--- src/rtl/load_seq_pkg.sv ---
// Shared types and default timing constants for the tile load sequencer.
package load_seq_pkg;

   typedef enum logic [3:0] {
      StIdle,
      StLoadReq,
      StCapture,
      StAdv,
      StFeedLoad,
      StFeed,
      StDrain,
      StWrap,
      StDone
   } state_e;

   localparam int unsigned BEATS_DEF        = 4;
   localparam int unsigned FEED_CYCLES_DEF  = 7;
   localparam int unsigned DRAIN_CYCLES_DEF = 3;

   function automatic int unsigned max_u(input int unsigned a, input int unsigned b);
      return (a > b) ? a : b;
   endfunction

endpackage

--- src/rtl/load_sequencer.sv ---
// Control FSM: loads one 4x4 tile beat by beat, then feeds, drains and rewinds the
// datapath row/column counters before signalling completion.
module load_sequencer
   import load_seq_pkg::*;
#(
   parameter int unsigned BEATS        = BEATS_DEF,
   parameter int unsigned FEED_CYCLES  = FEED_CYCLES_DEF,
   parameter int unsigned DRAIN_CYCLES = DRAIN_CYCLES_DEF
) (
   input  logic clk,
   input  logic reset,
   input  logic start,
   input  logic tx_one_done,
   input  logic load_in_done,
   output logic dest_ready,
   output logic next_row,
   output logic next_col,
   output logic load_streams,
   output logic shift_en,
   output logic acc_clear,
   output logic busy,
   output logic done,
   output logic seq_err
);

   localparam int unsigned BeatW = (BEATS > 1) ? $clog2(BEATS) : 1;
   localparam int unsigned CntW  = $clog2(max_u(FEED_CYCLES, DRAIN_CYCLES) + 1);

   state_e           r_state,   w_state_d;
   logic [BeatW-1:0] r_beat,    w_beat_d;
   logic [CntW-1:0]  r_cnt,     w_cnt_d;
   logic             r_seq_err, w_seq_err_d;
   logic             r_first,   w_first_d;

   always_ff @(posedge clk or negedge reset) begin
      if (!reset) begin
         r_state   <= StIdle;
         r_beat    <= '0;
         r_cnt     <= '0;
         r_seq_err <= 1'b0;
         r_first   <= 1'b0;
      end else begin
         r_state   <= w_state_d;
         r_beat    <= w_beat_d;
         r_cnt     <= w_cnt_d;
         r_seq_err <= w_seq_err_d;
         r_first   <= w_first_d;
      end
   end

   always_comb begin
      w_state_d   = r_state;
      w_beat_d    = r_beat;
      w_cnt_d     = r_cnt;
      w_seq_err_d = r_seq_err;
      w_first_d   = 1'b0;
      unique case (r_state)
         StIdle: begin
            if (start) begin
               w_state_d = StLoadReq;
               w_first_d = 1'b1;
            end
         end
         StLoadReq: begin
            if (tx_one_done) w_state_d = StCapture;
         end
         StCapture: begin
            if (r_beat == BeatW'(BEATS - 1)) begin
               // Datapath counters must agree with our beat count on the final beat.
               if (!load_in_done) w_seq_err_d = 1'b1;
               w_state_d = StFeedLoad;
            end else begin
               w_state_d = StAdv;
            end
         end
         StAdv: begin
            w_beat_d  = r_beat + BeatW'(1);
            w_state_d = StLoadReq;
         end
         StFeedLoad: begin
            w_cnt_d   = '0;
            w_state_d = StFeed;
         end
         StFeed: begin
            if (r_cnt == CntW'(FEED_CYCLES - 1)) begin
               w_cnt_d   = '0;
               w_state_d = StDrain;
            end else begin
               w_cnt_d = r_cnt + CntW'(1);
            end
         end
         StDrain: begin
            if (r_cnt == CntW'(DRAIN_CYCLES - 1)) begin
               w_cnt_d   = '0;
               w_state_d = StWrap;
            end else begin
               w_cnt_d = r_cnt + CntW'(1);
            end
         end
         StWrap: begin
            w_beat_d  = '0;
            w_state_d = StDone;
         end
         StDone: begin
            if (start) begin
               w_state_d = StLoadReq;
               w_first_d = 1'b1;
            end else begin
               w_state_d = StIdle;
            end
         end
         default: w_state_d = StIdle;
      endcase
   end

   // WRAP supplies the fourth counter pulse, returning the datapath counters to 0.
   assign dest_ready   = (r_state == StLoadReq);
   assign next_row     = (r_state == StAdv) || (r_state == StWrap);
   assign next_col     = next_row;
   assign load_streams = (r_state == StFeedLoad);
   assign shift_en     = (r_state == StFeed);
   assign acc_clear    = (r_state == StLoadReq) && r_first;
   assign busy         = (r_state != StIdle);
   assign done         = (r_state == StDone);
   assign seq_err      = r_seq_err;

endmodule
--- config.mk ---
export PLATFORM = sky130hd
export DESIGN_NAME = load_sequencer
export DESIGN_NICKNAME = d
export VERILOG_FILES = /design/src/rtl/load_seq_pkg.sv /design/src/rtl/load_sequencer.sv
export SDC_FILE = /design/constraint.sdc
export NUM_CORES = 1
export LEC_CHECK = 0
export ABC_AREA = 1
export BUFFER_PORTS_ARGS = -buffer_cell sky130_fd_sc_hd__buf_2
export CAP_MARGIN = 25
export CORE_UTILIZATION = 52
export CTS_CLUSTER_SIZE = 14
export DETAILED_ROUTE_END_ITERATION = 8
export HOLD_SLACK_MARGIN = 0.05
export PLACE_DENSITY = 0.76
export RECOVER_POWER = 25
export SETUP_SLACK_MARGIN = 0.02
export SYNTH_ARGS = -nofsm -noshare
export SYNTH_HDL_FRONTEND = slang
export SYNTH_SLANG_ARGS = --single-unit
--- constraint.sdc ---
create_clock -name clk -period 1.3 [get_ports clk]
set_input_delay 0.065 -clock clk [delete_from_list [all_inputs] [get_ports clk]]
set_output_delay 0.065 -clock clk [all_outputs]
set_load 0.01 [all_outputs]
==> results of run 1 <==
[synth_stat cells, types with 2 or more instances]
cell type  number
inv_1          15
nor2_2          5
nand3_1        10
nand3_2         2
nand2_1        23
dfrtp_1        11
nand2_2         3
inv_2           6
nor2_1         10
o21ai_2         2
o21ai_0         5
[repair_timing]
item	4_1_cts	5_1_grt
endpoints found under the hold margin	12	0
setup buffers	7	3
hold buffers	2	0
endpoints found under the setup margin	7	12
gates resized for setup	7	9
pin swaps	3	6
[per-stage QoR]
stage | hold WS (ns) | util | setup TNS (ns)
floorplan | -0.2306 | - | 0
global placement | -0.05573 | 0.6603 | 0
detailed placement | -0.05316 | 0.6603 | 0
CTS | 0.05737 | 0.7628 | 0
global route | 0.05737 | 0.8088 | -0.3557
finish | 0.07973 | 0.8088 | -0.07341
[routing by layer]
| metal | vias to the layer above | track usage | part of all wire |
|---|---|---|---|
| li1 | 356 | - | - |
| met1 | 330 | 0.3469 | 0.42 |
| met2 | 36 | 0.4958 | 0.50 |
| met3 | 7 | 0.05202 | 0.045 |
| met4 | 0 | 0.2155 | 0.033 |
| met5 | - | 0 | 0 |
[kinds of logic (layout without fill, tap and decap cells)]
kind of cell / count (synthesis) / count (layout) / share of synthesized area
AND/OR/NAND/NOR: 55 / 55 / 0.3817
AO/OA/AOI/OAI: 9 / 9 / 0.08244
flip-flops: 11 / 11 / 0.3943
buffers and inverters: 22 / 50 / 0.1237
adder cells (fa/ha/maj): 1 / 1 / 0.01792
[registers in the layout (all words and copies together) (netlist names)]
signal and flops:
r_beat 2, r_cnt 3, r_first 1, r_state 4, seq_err 1
[critical path, stage by stage (launching register included)]
cell and delay [ns]:
dfrtp_2 0.47, nor2_4 0.17, nand2_1 0.09, nor2_1 0.14
buf_2 0.15
[layout make-up]
cell class              instances  area [um2]
multi-input cells              65       379.1
flip-flops and latches         11       280.3
fillers                        92       224.0
repair buffers                 25       165.2
inverters                      21       78.83
clock buffers                   4       26.28
well taps                      14       17.52
[worst paths after layout]
path                         endpoint  cells past startpoint
min                           r_first                      3
min in group asynchronous     seq_err                      2
max                              done                      4
max in group asynchronous  r_state[2]                      2
max reg2reg                r_state[0]                      7
min reg2reg                   seq_err                      2
[power by group through the flow]
stage | combinational [mW] | clock, mW | sequential (mW)
floorplan | 0.758 | 0 | 0.586
global placement | 0.956 | 0 | 0.606
detailed placement | 0.982 | 0 | 0.618
CTS | 1.19 | 0.246 | 0.627
global route | 1.54 | 0.265 | 0.662
finish | 1.39 | 0.249 | 0.644
==> summary.md, run 1 <==
| Metric | Value |
|---|---|
| Placed inst area | 773.2 um2 |
| HPWL after detailed placement | 1213 um |
| Max Cap Viol | 0 |
| Final Hold Viols | 0 |
| CTS H-tree depth | 1 |
| Fin worst setup slack | -0.07288 ns |
| Seq pwr share | 0.282 |
| Hold Crit Class | input port to register |
| RD Place Congestion | 0.8857 |
| Sw Ratio | 0.4766 |
| DRT iter0 DRCs | 27 |
| First-pass detailed-route iteration total | 4 |
| Layout cells sized above 1 | 0.4206 |
| Sw power | 1.090 mW |
| Min Tclk post-route | 1.373 ns |
| Die width | 38.64 um |
| Post-Syn Area | 698.2 um2 |
| Pint | 1.197 mW |
| GRT Overall Usage | 0.3012 |
| Tcrit/Tclk final | 1.056 |
| Synth area leaders | dfrtp_1 39%, nand2_1 12%, inv_1 8.1% |
| Slew margin rel. | 0.5913 |
| Mean Syn Cell Area | 7.124 um2 |
| CTS tree | built |
| Sequential area share after synthesis | 0.3943 |
| FP Rows | 12 |
| CTS Buf Count | 3 |
| Synth cell types | 17 |
| Placed Instances | 124 |
| Setup Slack @ Placement | 0.03016 ns |
| Mapped Cells | 98 |
| Final nets | 133 |
| Die footprint | 1493 um2 |
| Fmax | 728.4 MHz |
| Clock transition at path regs | 0.07 ns |
| CTS root buf | clkbuf_4 |
| PortBufs | 13 |
| Finish-stage setup viols | 2 |
| Fin Clk Skew | 0.002015 ns |
| Post-synth EDFFs | 0 |
| Post-synth top area share | 0.3943 |
| Cell taking the most area after synthesis | dfrtp_1 |
| Clock power share | 0.109 |
| Worst-Skew Late Latency | 0.28 ns |
| CTS Sinks | 11 |
| CP Class | register to output port |
| YS warnings | 0 |
| I/O pin total | 14 |
| Layout area overhead | 35.66% |
| Top_reg_cell synth | dfrtp_1 |
| Post-synthesis register bit count | 11 |
| Startpoint types | register |
| Crit. End Element | output port |
| RSZ-0062 raised after global routing | true |
| Vias in the first global route | 667 |
| Critical path required time | 1.24 ns |
| First-pass GRT wire length | 2863 um |
| Power Density | 2414 nW/um2 |
| Syn Nets | 104 |
| Design Power | 2.287 mW |
| Maximum fanout along the worst path | 5 |
| Most frequent cells in the layout | 22 x nand2_1, 14 x inv_1, 11 x buf_2, 10 x nand3_1, 10 x buf_4 |
| Slew @ Worst Pin | 0.6131 ns |
| Initial antenna violation count | 0 |
| Wire per inst | 13.34 um |
| Remaining DRCs | 0 |
| Clock Path Buffers | 2 |
| N_diodes | 0 |
| Failing checks | setup timing |
| Core area | 1171 um2 |
| Fin cells | 140 |
| Commonest non-fill, non-tap cell in the layout | nand2_1 |
| Hold Crit Start | start |
| Max-slew violation count | 0 |
| Static leakage power | 0.5216 nW |
| Worst vdd ir | 1.184 mV |
| Worst r2r src | r_state[1] |
| Status | finished with violations |
| Comb power frac | 0.609 |
| Initial Utilization | 0.5962 |
| Crit path DAT | 1.31 ns |
| Async SR Flop Fraction | 1.000 |
| Total grt overflow | 0 |
| Final ANT Viol Nets | 0 |
| Final Cell Area | 947.2 um2 |
| Vias per inst | 5.207 |
| Vias | 729 |
| Reg-to-reg setup timing slack | 0.02 ns |
| Largest net degree at the start of global routing | 12 |
| CP Launch Point | r_state[1] |
| Die Height | 38.64 um |
| Wirelength, routed | 1868 um |
(Power assumes the default switching activity.)
==> run 2: changes to the inputs <==
--- a/config.mk
+++ b/config.mk
@@ -12,7 +12,7 @@
 export CTS_CLUSTER_SIZE = 14
 export DETAILED_ROUTE_END_ITERATION = 8
 export HOLD_SLACK_MARGIN = 0.05
-export PLACE_DENSITY = 0.76
+export PLACE_DENSITY = 0.81
 export RECOVER_POWER = 25
 export SETUP_SLACK_MARGIN = 0.02
 export SYNTH_ARGS = -nofsm -noshare
==> run 2 against run 1 <==
Compared with the run above: the run still ends with setup timing left; sequential share of layout area fell by 0.12 points; flip-flop and latch count did not move; core utilization grew 0.32 points; power decreased by 0.65%; largest power group unchanged; highest routed layer unchanged.
==> summary.md, run 2 (synthesized netlist as in run 1, its figures left out) <==
| Metric | Value |
|---|---|
| Status | finished with violations (unchanged) |
| Failing checks | setup timing (unchanged) |
| Biggest register | r_state (unchanged) |
| Most frequent cells in the layout | 20 x nand2_1, 14 x inv_1, 12 x buf_2, 10 x nand3_1 (was 22 x nand2_1, 14 x inv_1, 11 x buf_2, 10 x nand3_1, 10 x buf_4) |
| Maximum fanout along the worst path | 6 (was 5) |
| Layout area overhead | 36.20% (was 35.66%) |
| Die width | 38.64 um (unchanged) |
| RD Place Congestion | 0.8027 (was 0.8857) |
| Initial antenna violation count | 0 (unchanged) |
| N_diodes | 0 (unchanged) |
| Clock Path Buffers | 2 (unchanged) |
| PortBufs | 13 (unchanged) |
| Max-slew violation count | 0 (unchanged) |
| First-pass GRT wire length | 2635 um (was 2863 um) |
| CTS tree | built (unchanged) |
| Total grt overflow | 0 (unchanged) |
| Vias in the first global route | 638 (was 667) |
| Remaining DRCs | 0 (unchanged) |
| GRT Overall Usage | 0.2570 (was 0.3012) |
| Final nets | 133 (unchanged) |
| Design Power | 2.272 mW (was 2.287 mW) |
| Hold Crit Class | input port to register (unchanged) |
| CTS H-tree depth | 1 (unchanged) |
| I/O pin total | 14 (unchanged) |
| CTS Buf Count | 3 (unchanged) |
| Fin worst setup slack | -0.02572 ns (was -0.07288 ns) |
| Power Density | 2389 nW/um2 (was 2414 nW/um2) |
| Initial Utilization | 0.5962 (unchanged) |
| Setup Slack @ Placement | 0.06809 ns (was 0.03016 ns) |
| Worst-Skew Late Latency | 0.27 ns (was 0.28 ns) |
| Die footprint | 1493 um2 (unchanged) |
| Static leakage power | 0.5191 nW (was 0.5216 nW) |
| Final Hold Viols | 0 (unchanged) |
| FP Rows | 12 (unchanged) |
| Max reg flops | 4 (unchanged) |
| Min Tclk post-route | 1.326 ns (was 1.373 ns) |
| Layout cells sized above 1 | 0.4444 (was 0.4206) |
| Die Height | 38.64 um (unchanged) |
| Crit. End Element | output port (unchanged) |
| CTS Sinks | 11 (unchanged) |
| Startpoint types | register (unchanged) |
| Top Registers | r_state: 4 flops, r_cnt: 3 flops, r_beat: 2 flops (unchanged) |
| CP Class | register to output port (unchanged) |
| First-pass detailed-route iteration total | 4 (unchanged) |
| Fin Clk Skew | 0.008300 ns (was 0.002015 ns) |
| Crit path DAT | 1.26 ns (was 1.31 ns) |
| Wirelength, routed | 1845 um (was 1868 um) |
| Largest net degree at the start of global routing | 12 (unchanged) |
| Core area | 1171 um2 (unchanged) |
| CTS root buf | clkbuf_4 (unchanged) |
| Critical path required time | 1.24 ns (about the same) |
| Worst vdd ir | 1.546 mV (was 1.184 mV) |
| Final ANT Viol Nets | 0 (unchanged) |
| Slew margin rel. | 0.5844 (was 0.5913) |
| HPWL after detailed placement | 1065 um (was 1213 um) |
| Slew @ Worst Pin | 0.6235 ns (was 0.6131 ns) |
| Commonest non-fill, non-tap cell in the layout | nand2_1 (unchanged) |
| Max Cap Viol | 0 (unchanged) |
| Setup TNS | -0.02572 ns (was -0.07341 ns) |
| Vias per inst | 5.293 (was 5.207) |
| Fmax | 754.3 MHz (was 728.4 MHz) |
| DRT iter0 DRCs | 32 (was 27) |
| Finish-stage setup viols | 1 (was 2) |
| Clock transition at path regs | 0.08 ns (was 0.07 ns) |
| Tcrit/Tclk final | 1.020 (was 1.056) |
| RSZ-0062 raised after global routing | true (unchanged) |
| Vias | 741 (was 729) |
| Wire per inst | 13.18 um (was 13.34 um) |
run 2: report_power, final:
| group | leakage (nW) | switching, mW | total (mW) | internal [mW] |
|---|---|---|---|---|
| Combinational | 0.371 | 0.820 | 1.39 | 0.575 |
| Sequential | 0.133 | 0.154 | 0.635 | 0.481 |
| Clock | 0.0150 | 0.123 | 0.242 | 0.119 |
| Total | 0.519 | 1.10 | 2.27 | 1.17 |
run 2: per-layer routing:
metal,vias to the layer above,part of all wire,GRT usage
met5,-,0,0
met4,0,0.024,0.05172
met3,8,0.063,0.05202
met2,35,0.47,0.4458
met1,342,0.44,0.3284
li1,356,-,-
run 2: final cells by class:
cell class                 count  area (um2)
inverter                      21       78.83
tap                           14       17.52
clock buffer                   4       26.28
fill                          65       220.2
multi-input combinational     65       379.1
sequential                    11       280.3
timing repair buffer          25       168.9
run 2: worst paths after layout:
kind | slack, ns | cells after the start | startpoint | end
worst max-delay path | -0.03 | 4 | r_state[1] | done
worst min-delay path | 0.27 | 6 | tx_one_done | r_state[0]
worst max register to register | 0.05 | 8 | r_state[1] | r_state[1]
worst min register to register | 0.47 | 2 | seq_err | seq_err
max in group asynchronous | 0.55 | 2 | reset | r_state[3]
min in group asynchronous | 0.31 | 2 | reset | r_state[0]
run 2: through the flow:
step | area, um2 | util | cells | hold WS, ns
after floorplan | 698.2 | - | 98 | -0.2306
after global placement | 773.2 | 0.6603 | 124 | -0.05449
after detailed placement | 773.2 | 0.6603 | 124 | -0.05021
after CTS | 888.4 | 0.7585 | 136 | 0.1864
after global routing | 950.9 | 0.8120 | 140 | 0.3056
final | 950.9 | 0.8120 | 140 | 0.2684
run 2: what timing repair did:
action,CTS,global route
hold buffers,3,0
setup buffers,5,4
gates resized for setup,7,12
pin swaps,2,6
endpoints found under the hold margin,13,0
setup endpoints to repair,4,14
run 2: worst max-delay path: stages (launching register included):
cell and delay (ns):
dfrtp_2 0.47, nor2_4 0.21, nand2_2 0.09, nor2_1 0.09
buf_2 0.13
==> run 3: changes to the inputs <==
--- a/config.mk
+++ b/config.mk
@@ -8,11 +8,13 @@
 export ABC_AREA = 1
 export BUFFER_PORTS_ARGS = -buffer_cell sky130_fd_sc_hd__buf_2
 export CAP_MARGIN = 25
-export CORE_UTILIZATION = 52
+export CORE_AREA = 2 2 39 41
+export CTS_BUF_LIST = sky130_fd_sc_hd__clkbuf_2
 export CTS_CLUSTER_SIZE = 14
 export DETAILED_ROUTE_END_ITERATION = 8
+export DIE_AREA = 0 0 41 43
 export HOLD_SLACK_MARGIN = 0.05
-export PLACE_DENSITY = 0.81
+export PLACE_DENSITY = 0.82
 export RECOVER_POWER = 25
 export SETUP_SLACK_MARGIN = 0.02
 export SYNTH_ARGS = -nofsm -noshare
==> run 3 against run 2 <==
Compared with the run above: the flow still finishes with violations (setup timing); non-clock buffer count grew 4; clock power is 14% lower; final cell count increased by 4.3%; highest routed layer unchanged.
==> summary.md, run 3 (synthesized netlist as in run 1, its figures left out) <==
| Metric | Value |
|---|---|
| Finish-stage setup viols | 7 (was 1) |
| Slew margin rel. | 0.5840 (was 0.5844) |
| WL met1 | 831 um (was 809 um) |
| CTS Sinks | 11 (unchanged) |
| Maximum fanout along the worst path | 4 (was 6) |
| Layout cells sized above 1 | 0.5000 (was 0.4444) |
| CTS H-tree depth | 1 (unchanged) |
| Layout area overhead | 52.69% (was 36.20%) |
| Tcrit/Tclk final | 1.037 (was 1.020) |
| Commonest non-fill, non-tap cell in the layout | nand2_1 (unchanged) |
| Reg2Reg Depth | 7 (was 8) |
| Final nets | 137 (was 133) |
| Fmax | 741.5 MHz (was 754.3 MHz) |
| I/O pin total | 14 (unchanged) |
| HPWL after detailed placement | 1155 um (was 1065 um) |
| First-pass detailed-route iteration total | 4 (unchanged) |
| Placed Instances | 127 (was 124) |
| Slew @ Worst Pin | 0.6239 ns (was 0.6235 ns) |
| GRT Overall Usage | 0.2594 (was 0.2570) |
| Clock transition at path regs | 0.12 ns (was 0.08 ns) |
| Static leakage power | 0.5570 nW (was 0.5191 nW) |
| Failing checks | setup timing (unchanged) |
| Worst path depth | 5 (was 4) |
| Hold depth | 6 (unchanged) |
| CP Launch Point | r_state[3] (was r_state[1]) |
| Power Density | 2503 nW/um2 (was 2389 nW/um2) |
| Final Cell Area | 1066 um2 (was 950.9 um2) |
| Core Util, Final | 0.7703 (was 0.8120) |
| Met2 WL | 1255 um (was 873 um) |
| Slowest cell delay on critical path | 0.47 ns (about the same) |
| Biggest register | r_state (unchanged) |
| Die Height | 43 um (was 38.64 um) |
| Worst Path Buf+Inv | 3 (was 1) |
| Critical path required time | 1.24 ns (about the same) |
| Worst-Skew Late Latency | 0.28 ns (was 0.27 ns) |
| FP Rows | 14 (was 12) |
| First-pass GRT wire length | 2946 um (was 2635 um) |
| RSZ-0062 raised after global routing | true (unchanged) |
| Status | finished with violations (unchanged) |
| Core area | 1384 um2 (was 1171 um2) |
| Max Cap Viol | 0 (unchanged) |
| Crit. End Element | output port (unchanged) |
| Wirelength, routed | 2364 um (was 1845 um) |
| Die width | 41 um (was 38.64 um) |
| Crit path cell chain | buf_6 -> nor2_4 -> nand2_1 -> inv_1 -> buf_2 (was nor2_4 -> nand2_2 -> nor2_1 -> buf_2) |
| Top Registers | r_state: 4 flops, r_cnt: 3 flops, r_beat: 2 flops (unchanged) |
| Largest net degree at the start of global routing | 12 (unchanged) |
| Vias in the first global route | 725 (was 638) |
| Crit path DAT | 1.28 ns (was 1.26 ns) |
| DRT iter0 DRCs | 16 (was 32) |
| Wire per inst | 16.19 um (was 13.18 um) |
| Final Hold Viols | 0 (unchanged) |
| Remaining DRCs | 0 (unchanged) |
| CTS root buf | clkbuf_2 (was clkbuf_4) |
| Clock Path Buffers | 2 (unchanged) |
| Most frequent cells in the layout | 18 x nand2_1, 13 x inv_1, 10 x buf_4, 9 x nor2_4, 9 x nand3_1 (was 20 x nand2_1, 14 x inv_1, 12 x buf_2, 10 x nand3_1) |
| PortBufs | 13 (unchanged) |
| Final ANT Viol Nets | 0 (unchanged) |
| Hold Crit Start | tx_one_done (unchanged) |
| Fin cells | 146 (was 140) |
| Placed inst area | 783.3 um2 (was 773.2 um2) |
| CTS tree | built (unchanged) |
| Min Tclk post-route | 1.349 ns (was 1.326 ns) |
| CP Class | register to output port (unchanged) |
| Max-slew violation count | 0 (unchanged) |
| Worst r2r src | r_state[2] (was r_state[1]) |
| Min Hold Slack | 0.2751 ns (was 0.2684 ns) |
| Crit path max-delay family | flip-flops (unchanged) |
| Met3 Wirelength | 111 um (was 117 um) |
| Fin Clk Skew | 0.006118 ns (was 0.008300 ns) |
| CTS Buf Count | 3 (unchanged) |
| RD Place Congestion | 0.7926 (was 0.8027) |
| Vias per inst | 5.247 (was 5.293) |
| Die footprint | 1763 um2 (was 1493 um2) |
| N_diodes | 0 (unchanged) |
| Total grt overflow | 0 (unchanged) |
| Worst vdd ir | 1.183 mV (was 1.546 mV) |
| Design Power | 2.668 mW (was 2.272 mW) |
| Initial Utilization | 0.5045 (was 0.5962) |
| Fin worst setup slack | -0.04854 ns (was -0.02572 ns) |
| CP max-delay cell | dfrtp_2 (unchanged) |
| Hold Crit Class | input port to register (unchanged) |
| Max reg flops | 4 (unchanged) |
| Top routing layer used | met4 (unchanged) |
| Initial antenna violation count | 0 (unchanged) |
| Startpoint types | register (unchanged) |
| Vias | 766 (was 741) |
-- run 3: final timing paths --
check | end | slack (ns)
worst min register to register | seq_err | 0.49
worst min-delay path | r_state[0] | 0.28
max in group asynchronous | r_state[1] | 0.56
worst max register to register | r_state[1] | -0.03
min in group asynchronous | r_first | 0.29
worst max-delay path | shift_en | -0.05
-- run 3: timing repair --
action / in CTS / in global routing
hold buffers: 3 / 0
pin swaps: 3 / 7
hold endpoints to repair: 13 / 0
setup buffers: 7 / 5
gates resized for setup: 14 / 24
endpoints found under the setup margin: 5 / 13
-- run 3: area by class of cell --
cell class                      instances  area, um2
Clock buffer                            4      20.02
Fill cell                              77      317.8
Inverter                               21      86.33
Multi-Input combinational cell         65      432.9
Sequential cell                        11      279.0
Tap cell                               16      20.02
Timing Repair Buffer                   29      227.7
-- run 3: power by group --
part	switching [mW]	total, mW	internal (mW)
Sequential	0.154	0.631	0.477
Clock	0.127	0.208	0.0816
Combinational	1.06	1.83	0.773
Total	1.34	2.67	1.33
-- run 3: per-layer routing --
layer  up-vias  track usage
li1        367            -
met1       347       0.2583
met2        35       0.4094
met3        17      0.06806
met4         0       0.2267
met5         -            0
-- run 3: stage by stage --
step	worst slack [ns]	TNS, ns
floorplan	0.1649	0
global placement	0.1043	0
detailed placement	0.06648	0
CTS	-0.04677	-0.1263
global route	-0.1537	-0.8874
finish	-0.04854	-0.1825
-- run 3: worst min-delay path: cells and delay by family --
kind	cells	cell delay (ns)
buffers and inverters	2	0.13
AOI/OAI and AO/OA	1	0.09
and+or+nand+nor	3	0.24
